$ cat src/rtl/block_write_mem.sv
// Block FIFO: QUEUE_SIZE entries of DATA_SIZE bits with registered pop data and
// sticky overflow/underflow flags. A write while full succeeds only alongside a pop.
module block_write_mem #(
    parameter int INDEX_PTR  = 2,
    parameter int QUEUE_SIZE = 2**INDEX_PTR,
    parameter int DATA_SIZE  = 128
) (
    input  logic                 clk,
    input  logic                 reset_L,
    input  logic                 wr_en,
    input  logic [DATA_SIZE-1:0] data_in,
    input  logic                 rd_en,
    output logic [DATA_SIZE-1:0] data_out,
    output logic                 valid_out,
    output logic [INDEX_PTR:0]   count,
    output logic                 full,
    output logic                 empty,
    output logic                 overflow,
    output logic                 underflow
);

    localparam logic [INDEX_PTR-1:0] LAST_IDX = INDEX_PTR'(QUEUE_SIZE - 1);
    localparam logic [INDEX_PTR:0]   FULL_CNT = (INDEX_PTR+1)'(QUEUE_SIZE);

    logic [DATA_SIZE-1:0] mem [QUEUE_SIZE];

    logic [INDEX_PTR-1:0] wr_ptr_q, wr_ptr_d;
    logic [INDEX_PTR-1:0] rd_ptr_q, rd_ptr_d;
    logic [INDEX_PTR:0]   count_q, count_d;
    logic [DATA_SIZE-1:0] data_out_q, data_out_d;
    logic                 valid_q, valid_d;
    logic                 overflow_q, overflow_d;
    logic                 underflow_q, underflow_d;
    logic                 wr_accept, rd_accept;

    assign full  = (count_q == FULL_CNT);
    assign empty = (count_q == '0);

    // A pop frees a slot in the same edge, so a full FIFO still takes the write.
    assign rd_accept = rd_en && !empty;
    assign wr_accept = wr_en && (!full || rd_en);

    always_comb begin
        wr_ptr_d    = wr_ptr_q;
        rd_ptr_d    = rd_ptr_q;
        count_d     = count_q;
        data_out_d  = data_out_q;
        valid_d     = 1'b0;
        overflow_d  = overflow_q;
        underflow_d = underflow_q;

        if (wr_accept) begin
            wr_ptr_d = (wr_ptr_q == LAST_IDX) ? '0 : wr_ptr_q + 1'b1;
        end
        if (rd_accept) begin
            rd_ptr_d   = (rd_ptr_q == LAST_IDX) ? '0 : rd_ptr_q + 1'b1;
            data_out_d = mem[rd_ptr_q];
            valid_d    = 1'b1;
        end
        if (wr_accept && !rd_accept) begin
            count_d = count_q + 1'b1;
        end else if (rd_accept && !wr_accept) begin
            count_d = count_q - 1'b1;
        end
        if (wr_en && full && !rd_en) begin
            overflow_d = 1'b1;
        end
        if (rd_en && empty) begin
            underflow_d = 1'b1;
        end
    end

    always_ff @(posedge clk or negedge reset_L) begin
        if (!reset_L) begin
            wr_ptr_q    <= '0;
            rd_ptr_q    <= '0;
            count_q     <= '0;
            data_out_q  <= '0;
            valid_q     <= 1'b0;
            overflow_q  <= 1'b0;
            underflow_q <= 1'b0;
        end else begin
            wr_ptr_q    <= wr_ptr_d;
            rd_ptr_q    <= rd_ptr_d;
            count_q     <= count_d;
            data_out_q  <= data_out_d;
            valid_q     <= valid_d;
            overflow_q  <= overflow_d;
            underflow_q <= underflow_d;
        end
    end

    // Storage is never reset; reset_L gates the write so a mid-cycle reset discards it.
    always_ff @(posedge clk) begin
        if (reset_L && wr_accept) begin
            mem[wr_ptr_q] <= data_in;
        end
    end

    assign data_out  = data_out_q;
    assign valid_out = valid_q;
    assign count     = count_q;
    assign overflow  = overflow_q;
    assign underflow = underflow_q;

endmodule

$ cat config.mk
export PLATFORM = sky130hd
export DESIGN_NAME = block_write_mem
export DESIGN_NICKNAME = d
export VERILOG_FILES = /design/src/rtl/block_write_mem.sv
export SDC_FILE = /design/constraint.sdc
export NUM_CORES = 1
export LEC_CHECK = 0
export ABC_CLOCK_PERIOD_IN_PS = 11640
export BUFFER_PORTS_ARGS = -buffer_cell sky130_fd_sc_hd__buf_4
export CAP_MARGIN = 10
export CORE_ASPECT_RATIO = 0.8
export CORE_MARGIN = 5
export CORE_UTILIZATION = 45
export DETAILED_ROUTE_END_ITERATION = 8
export GPL_TIMING_DRIVEN = 1
export REMOVE_ABC_BUFFERS = 1
export SYNTH_ARGS = -nofsm -noshare
export SYNTH_HDL_FRONTEND = slang
export SYNTH_SLANG_ARGS = --single-unit
$ cat constraint.sdc
create_clock -name clk -period 11.64 [get_ports clk]
set_clock_uncertainty 0.05 [all_clocks]
set_input_delay 2.328 -clock clk [delete_from_list [all_inputs] [get_ports clk]]
set_output_delay 2.328 -clock clk [all_outputs]
set_load 0.1 [all_outputs]
# Yosys cells after proc, flatten, opt, wreduce, memory -nomap -nowiden
# Memories as Yosys holds them, arrays and structs flattened. A register that Yosys moved wholly into a read port is not among the register bits.
# Cells that the tools add are included.
dict set report word_totals {
  ff_bits 10
  ram_bits 512
  in_bits 132
  out_inout_bits 136
  wordCells 38
  n_memories 1
}
dict set report op_classes {
  add_sub_neg 4
  eq_ne 3
  muxes 7
  reduce_logical 17
}
# memory words word_bits read_ports rd_ports_with_merged_regs write_ports line
set memory_table {}
lappend memory_table {mem 4 128 1 1 1 25} ;# logic [DATA_SIZE-1:0] mem [QUEUE_SIZE];
# cell count
set op_table {}
lappend op_table {{logical AND 1 bit} 8}
lappend op_table {{zero test 1 bit} 6}
lappend op_table {{two-way mux 3 bit} 2}
lappend op_table {{adder 2 x 1 -> 2 bit, second input constant} 2}
lappend op_table {{== test 2 bit, second input constant} 2}
lappend op_table {{two-way mux 2 bit} 2}
lappend op_table {{adder 3 x 1 -> 3 bit, second input constant} 1}
lappend op_table {{== test 3 bit, second input constant} 1}
lappend op_table {{zero test 3 bit} 1}
lappend op_table {{two-way mux 1 bit} 3}
lappend op_table {{subtractor 3 x 1 -> 3 bit, second input constant} 1}
lappend op_table {{nonzero test 2 bit} 1}
lappend op_table {{logical OR 1 bit} 1}

# Longest topological paths before layout
# Gate-level depths: netlist (run 1).
dict set report logic_depth {
  word_depth 8
  depth_mapped 9
  depth_no_buf 8
}

# Least setup slack after synthesis (run 1)
# No wires, ideal clock.
dict set report synth_path {
  path_type {flip-flop to flip-flop}
  startpoint {register count_q[2] (netlist: count[2])}
  endpoint {memory mem[2][0], enable pin}
  setup_time_ns 0.827
  t_arrival_ns 5.689
  slack_ns 5.074
  path_stages_with_launch 4
  period_less_slack_ns 6.566
  path_cell_list {dfrtp_1 > nor3b_1 > a21boi_1 > and3_1}
}
dict set report synth_between {
  elab_chain_len 7
}
# element line
set synth_lines {}
lappend synth_lines {{start: declaration} 29} ;# logic [INDEX_PTR:0] count_q, count_d;
lappend synth_lines {{start signal: assignment} 85} ;# count_q <= count_d;
lappend synth_lines {{== test 3 bit} 36} ;# assign full = (count_q == FULL_CNT);
lappend synth_lines {{net full} 16} ;# output logic full,
lappend synth_lines {{zero test 1 bit} 41} ;# assign wr_accept = wr_en && (!full || rd_en);
lappend synth_lines {{logical OR 1 bit} 41}
lappend synth_lines {{logical AND 1 bit} 41}
lappend synth_lines {{net wr_accept} 34} ;# logic wr_accept, rd_accept;
lappend synth_lines {{logical AND 1 bit} 95} ;# if (reset_L && wr_accept) begin
lappend synth_lines {{two-way mux 1 bit} 95}
lappend synth_lines {{two-way mux 1 bit (not written as such)} 96} ;# mem[wr_ptr_q] <= data_in;
lappend synth_lines {{end: declaration} 25}
# The timed path passes the listed nets, and every way through them passes these cells.

# Worst setup path after layout (run 1)
dict set report layout_path {
  startpoint {input port reset_L}
  endpoint {memory mem[0][23], enable pin}
}
dict set report layout_between {
  elab_chain_len 3
}
# element line
set layout_lines {}
lappend layout_lines {{start: declaration} 9} ;# input logic reset_L,
lappend layout_lines {{logical AND 1 bit} 95}
lappend layout_lines {{two-way mux 1 bit} 95}
lappend layout_lines {{two-way mux 1 bit (not written as such)} 96}
# Every way passes these cells.

==> results of run 1 <==
==> per-stage QoR <==
| stage | instances | hold slack, ns | setup slack [ns] | cell area [µm²] |
|---|---|---|---|---|
| global route | 2034 | 0.435 | 6.65 | 28700 |
| finish | 2035 | 0.407 | 6.90 | 28700 |
| floorplan | 939 | 0.484 | 5.07 | 23400 |
| global placement | 1914 | 0.394 | 6.23 | 26500 |
| detailed placement | 1914 | 0.404 | 6.19 | 26500 |
| CTS | 2034 | 0.418 | 6.83 | 28700 |
==> cell type report <==
type                       count  area [µm²]  share of cell area [%]
tap                          693         867                    3.02
sequential                   650       18800                    65.6
inverter                       5        18.8                  0.0654
timing repair buffer         282        2130                    7.43
antenna                        1        2.50                 0.00872
clock inverter                26         293                    1.02
multi-input combinational    284        4610                    16.1
clock buffer                  94        1940                    6.76
==> critical path, stage by stage <==
cell,delay (ns)
buf_6,0.35
buf_4,0.67
and3_4,0.60
buf_4,0.73
==> worst max path at each step <==
stage | startpoint | to | slack [ns] | cells after the start
2_1_floorplan | count[2] | mem[2][0] | 5.07 | 3
3_3_place_gp | reset_L | mem[0][49] | 6.23 | 4
3_5_place_dp | reset_L | mem[0][31] | 6.19 | 4
4_1_cts | reset_L | mem[0][84] | 6.83 | 4
5_1_grt | reset_L | mem[0][76] | 6.65 | 4
6_report | reset_L | mem[0][23] | 6.90 | 4
==> state kept, by name, indices dropped and copies added (netlist names) <==
| register | count |
|---|---|
| count | 3 |
| data_out | 128 |
| mem | 512 |
| overflow | 1 |
| rd_ptr_q | 2 |
| underflow | 1 |
| valid_out | 1 |
| wr_ptr_q | 2 |
==> metal layers <==
| metal | up-vias | track usage, % |
|---|---|---|
| li1 | 4649 | - |
| met1 | 5613 | 23.5 |
| met2 | 275 | 25.1 |
| met3 | 66 | 5.51 |
| met4 | 12 | 3.36 |
| met5 | - | 0 |
==> cell usage in the layout (no fill, tap or decap) <==
master      synthesis  layout
inv_6               0       2
a21boi_1            1       1
edfxtp_1          512     512
buf_4               7     280
mux2_2            132     132
dfrtp_4             0       2
clkinv_2            0       8
nor3b_1             1       1
clkbuf_1            3      13
ha_1                6       6
mux4_2            128     128
clkinv_1            0       6
xor2_1              2       2
clkinvlp_4          0       2
inv_1               5       5
a31o_2              1       1
clkbuf_16           0      69
clkbuf_8            0      12
clkinv_4            0       2
buf_6              11       1
and3_4              0       4
diode_2             0       1
buf_12              0       1
nor2_1              2       2
dfrtp_1           138     136
fa_1                1       1
bufinv_16           0       6
o31ai_4             1       1
xnor2_1             1       1
a21o_1              2       2
nor3_1              2       2
==> cells by family after synthesis <==
family | Yosys count | share of synthesized area, %
adders and majority gates | 7 | 0.401
muxes | 260 | 18.4
xor gates and xnor gates | 3 | 0.111
and+or+nand+nor | 9 | 0.211
buffers and inverters | 48 | 1.28
DFF | 650 | 79.4
AOI/OAI and AO/OA | 5 | 0.221
==> impl_metrics.ini, run 1 <==
[run_status]
outcome = finished clean

[logic_synthesis]
synth_top_area_share_pct = 64.8
synth_area_per_cell_um2 = 24.2
synthTopCellsByArea = edfxtp_1 65%, dfrtp_1 15%, mux4_2 12%
netlist.top_cell.by_area = edfxtp_1
synth.distinct_cells = 22
synth_top_flop_cell = edfxtp_1
syn_inst = 982
syn_area_um2 = 23700
yosysMostFrequentCell = edfxtp_1
synth_edf_count = 512
synthArstFlopShare_pct = 21.2
ys_seq_elements = 650
ys_warn_count = 0
synth-seq-area-share_pct = 79.4
synth_common_cells = 512 x edfxtp_1, 138 x dfrtp_1, 132 x mux2_2

[worst_hold_path]
hold_start = underflow
hold_path_depth = 1
hold_path_class = reg -> reg
whs_endpoint = underflow

[detailed_routing]
met2WireLength_mm = 22.2
drt_iter0_markers = 750
ant_nets = 0
dr_total_vias = 10600
viasPerCell = 5.22
highest_layer = met5
wl_per_cell_um = 23.0
wl_met3_mm = 3.32
drt-met1-wl_mm = 20.6
drt_first_pass_iters = 4
wirelength_mm = 46.8
drc = 0

[worst_setup_path]
worstSetupPathType = in -> reg
crit_arrival_ns = 4.88
ff2ff_setup_slack_ns = 8.50
rr_startpoint = rd_ptr_q[0]
crit_fanout = 55
required_ns = 11.79
regToRegEndpoint = data_out[39]
r2r_cells = 3
startpoint_type = primary input
critPathCaptureType = register

[clock_tree]
cts_tree = built
cts_sinks = 650
cts_made_buffers = 66
cts_max_level = 3
post_cts_buffers = 0
postCtsResizedCells = 0
cts.path.max_buffers = 3
cts_root_buf = clkbuf_16
insertion_delay_ns = 0.58
clk_pin_slew_worst_paths_ns = 0.06
cts-hold-fix-buffers = 0

[final_layout]
finalCoreUtilization_pct = 54.9
drive_above_1_share_pct = 48.5
n_fill_cell = 3929
nNetsFinal = 1428
syn_to_final_growth_pct = 21.0

[sta]
worst_pin_slew_ns = 1.03
final_max_slew_viol_count = 0
fmax_mhz = 211
finalCritPeriodShare_pct = 40.7
grt_setup_unrepaired = false
setup_viol = 0
period_minus_slack_ns = 4.74
fin_tns_setup_ns = 0
max_slew_margin_pct = 31.4
hold_viol_final = 0

[place]
io_buffers = 267
place_congestion = 0.694
hpwl_mm = 27.9

[floorplanning]
die_h_um = 215
die_width_um = 267
ioPinCount = 268
die_area_um2 = 57400
start_util_pct = 45.4
rows = 75
coreArea_um2 = 52300

[grt]
grt_usage_pct = 16.4
antenna_found_initial = 7
first_global_vias = 11300
grt_pass1_wl_mm = 71.3
grt_max_degree = 133
grt-ovfl-total = 0

[job]
drv_cap = 0
Power of run 1 is not shown: default switching activity piles up to over one toggle a cycle in this logic, so the estimate is an artifact.
==> run 2, diff against run 1 <==
Settings changed: ABC_CLOCK_PERIOD_IN_PS 11640 to 4100, PLACE_DENSITY set to 0.66.
Clock period 11.64 ns to 4.1 ns, I/O delays scaled along.
==> run 2 against run 1 <==
  * Final area increased by 0.35%
  * Worst hold slack got worse by 0.32 ns
  * Utilization grew 0.19 points
  * Non-clock buffer count rose by 9
  * Register-to-register slack got worse by 7.0 ns
  * Worst setup slack got worse by 5.5 ns
  * Count of clock-buffer cells in the layout shrank 1
  * Flip-flop and latch count is the same
  * Critical path depth decreased by 2
  * Critical endpoint is now full
  * Largest cell class unchanged
==> impl_metrics.ini, run 2 (synthesized netlist as in run 1, its figures left out) <==
[run_status]
outcome = finished clean

[place]
place_inst = 1923
io_buffers = 267
hpwl_mm = 28.2
place_congestion = 0.724

[clock_tree]
cts_made_buffers = 61
cts.path.max_buffers = 3
insertion_delay_ns = 0.61
cts_tree = built
cts_sinks = 650
cts_max_level = 2
post_cts_buffers = 0
cts-hold-fix-buffers = 0
cts_root_buf = clkbuf_16
clk_pin_slew_worst_paths_ns = 0.06
postCtsResizedCells = 0

[sta]
fmax_mhz = 368
grt_setup_unrepaired = false
finalCritPeriodShare_pct = 66.3
max_slew_margin_pct = 37.2
hold_viol_final = 0
period_minus_slack_ns = 2.72
worst_pin_slew_ns = 0.942
setup_viol = 0
final_max_slew_viol_count = 0
fin_tns_setup_ns = 0

[final_layout]
syn_to_final_growth_pct = 21.4
largest_register_ffs = 512
multi_input_area_um2 = 4610
final_cell_mix = 512 x edfxtp_1, 273 x buf_4, 136 x dfrtp_1, 132 x mux2_2, 128 x mux4_2
top_register = mem
final_cells = 2040
n_fill_cell = 3868
drive_above_1_share_pct = 48.6
mostFrequentLayoutCell = edfxtp_1
nNetsFinal = 1432
regArea_um2 = 18800

[detailed_routing]
viasPerCell = 5.25
wirelength_mm = 46.9
drt_first_pass_iters = 4
ant_nets = 0
dr_total_vias = 10700
drt_iter0_markers = 643
drc = 0
wl_per_cell_um = 23.0

[grt]
antenna_found_initial = 5
met3_usage_pct = 4.29
grt_pass1_wl_mm = 71.9
grt-ovfl-total = 0
first_global_vias = 11600
grt_usage_pct = 16.3
use_met2_pct = 25.6
grt_use_met1_pct = 23.4
grt_max_degree = 133
top_usage_layer = met2

[worst_setup_path]
critPathSlowestCell = dfrtp_1
cp_num_buf_inv = 1
required_ns = 3.23
startpoint_type = register
ff2ff_setup_slack_ns = 1.47
cp_slowest_stage_delay_ns = 0.49
crit_arrival_ns = 1.85
critPathCaptureType = output port
worstSetupPathType = reg -> out
critical_path.cell_chain = nor3b_1 > buf_4
path_delay_family = flip-flops
crit_fanout = 6

[floorplanning]
rows = 75
die_width_um = 267
die_h_um = 215
ioPinCount = 268
start_util_pct = 45.4
coreArea_um2 = 52300
die_area_um2 = 57400

[worst_hold_path]
hold_path_class = in -> async

[job]
drv_cap = 0
==> run 2: cell count changes in the layout (fill, tap and decap cells not counted), sizes merged <==
cell	before	now
clkbuf	94	93
clkinv	16	12
diode	1	2
buf	282	291
clkinvlp	2	3
bufinv	6	5
==> run 2: routing by layer <==
metal / routed length [µm] / vias up / part of all wire, %
li1: - / 4666 / -
met1: 20200 / 5649 / 43
met2: 22500 / 304 / 48
met3: 3320 / 81 / 7.1
met4: 790 / 8 / 1.7
met5: 42 / - / 0.090
==> run 2: final cells by class <==
class	count	area share (%)
antenna	2	0.0174
timing repair buffer	291	8.34
multi-input combinational	284	16.0
inverter	5	0.0652
tap	693	3.01
sequential	650	65.4
clock buffer	93	6.29
clock inverter	22	0.877
==> run 2: worst paths after layout <==
check	start	end	cells after the start
worst max-delay path	count[0]	full	2
worst min-delay path	reset_L	wr_ptr_q[0]	1
worst max register to register	count[0]	mem[2][96]	4
worst min register to register	underflow	underflow	1
max in group asynchronous	reset_L	rd_ptr_q[1]	2
min in group clk	data_in[77]	mem[1][77]	1
==> run 2: stage by stage <==
stage | hold WS [ns] | setup WS, ns | util (%) | instance area, µm²
2_1_floorplan | 0.474 | -2.47 | - | 23400
5_1_grt | 0.106 | 1.31 | 55.1 | 28800
4_1_cts | 0.0783 | 1.35 | 55.1 | 28800
3_3_place_gp | 0.395 | 1.17 | 51.2 | 26700
3_5_place_dp | 0.407 | 1.18 | 51.2 | 26700
6_report | 0.0897 | 1.38 | 55.1 | 28800
Power of run 2 is left out for the same reason.
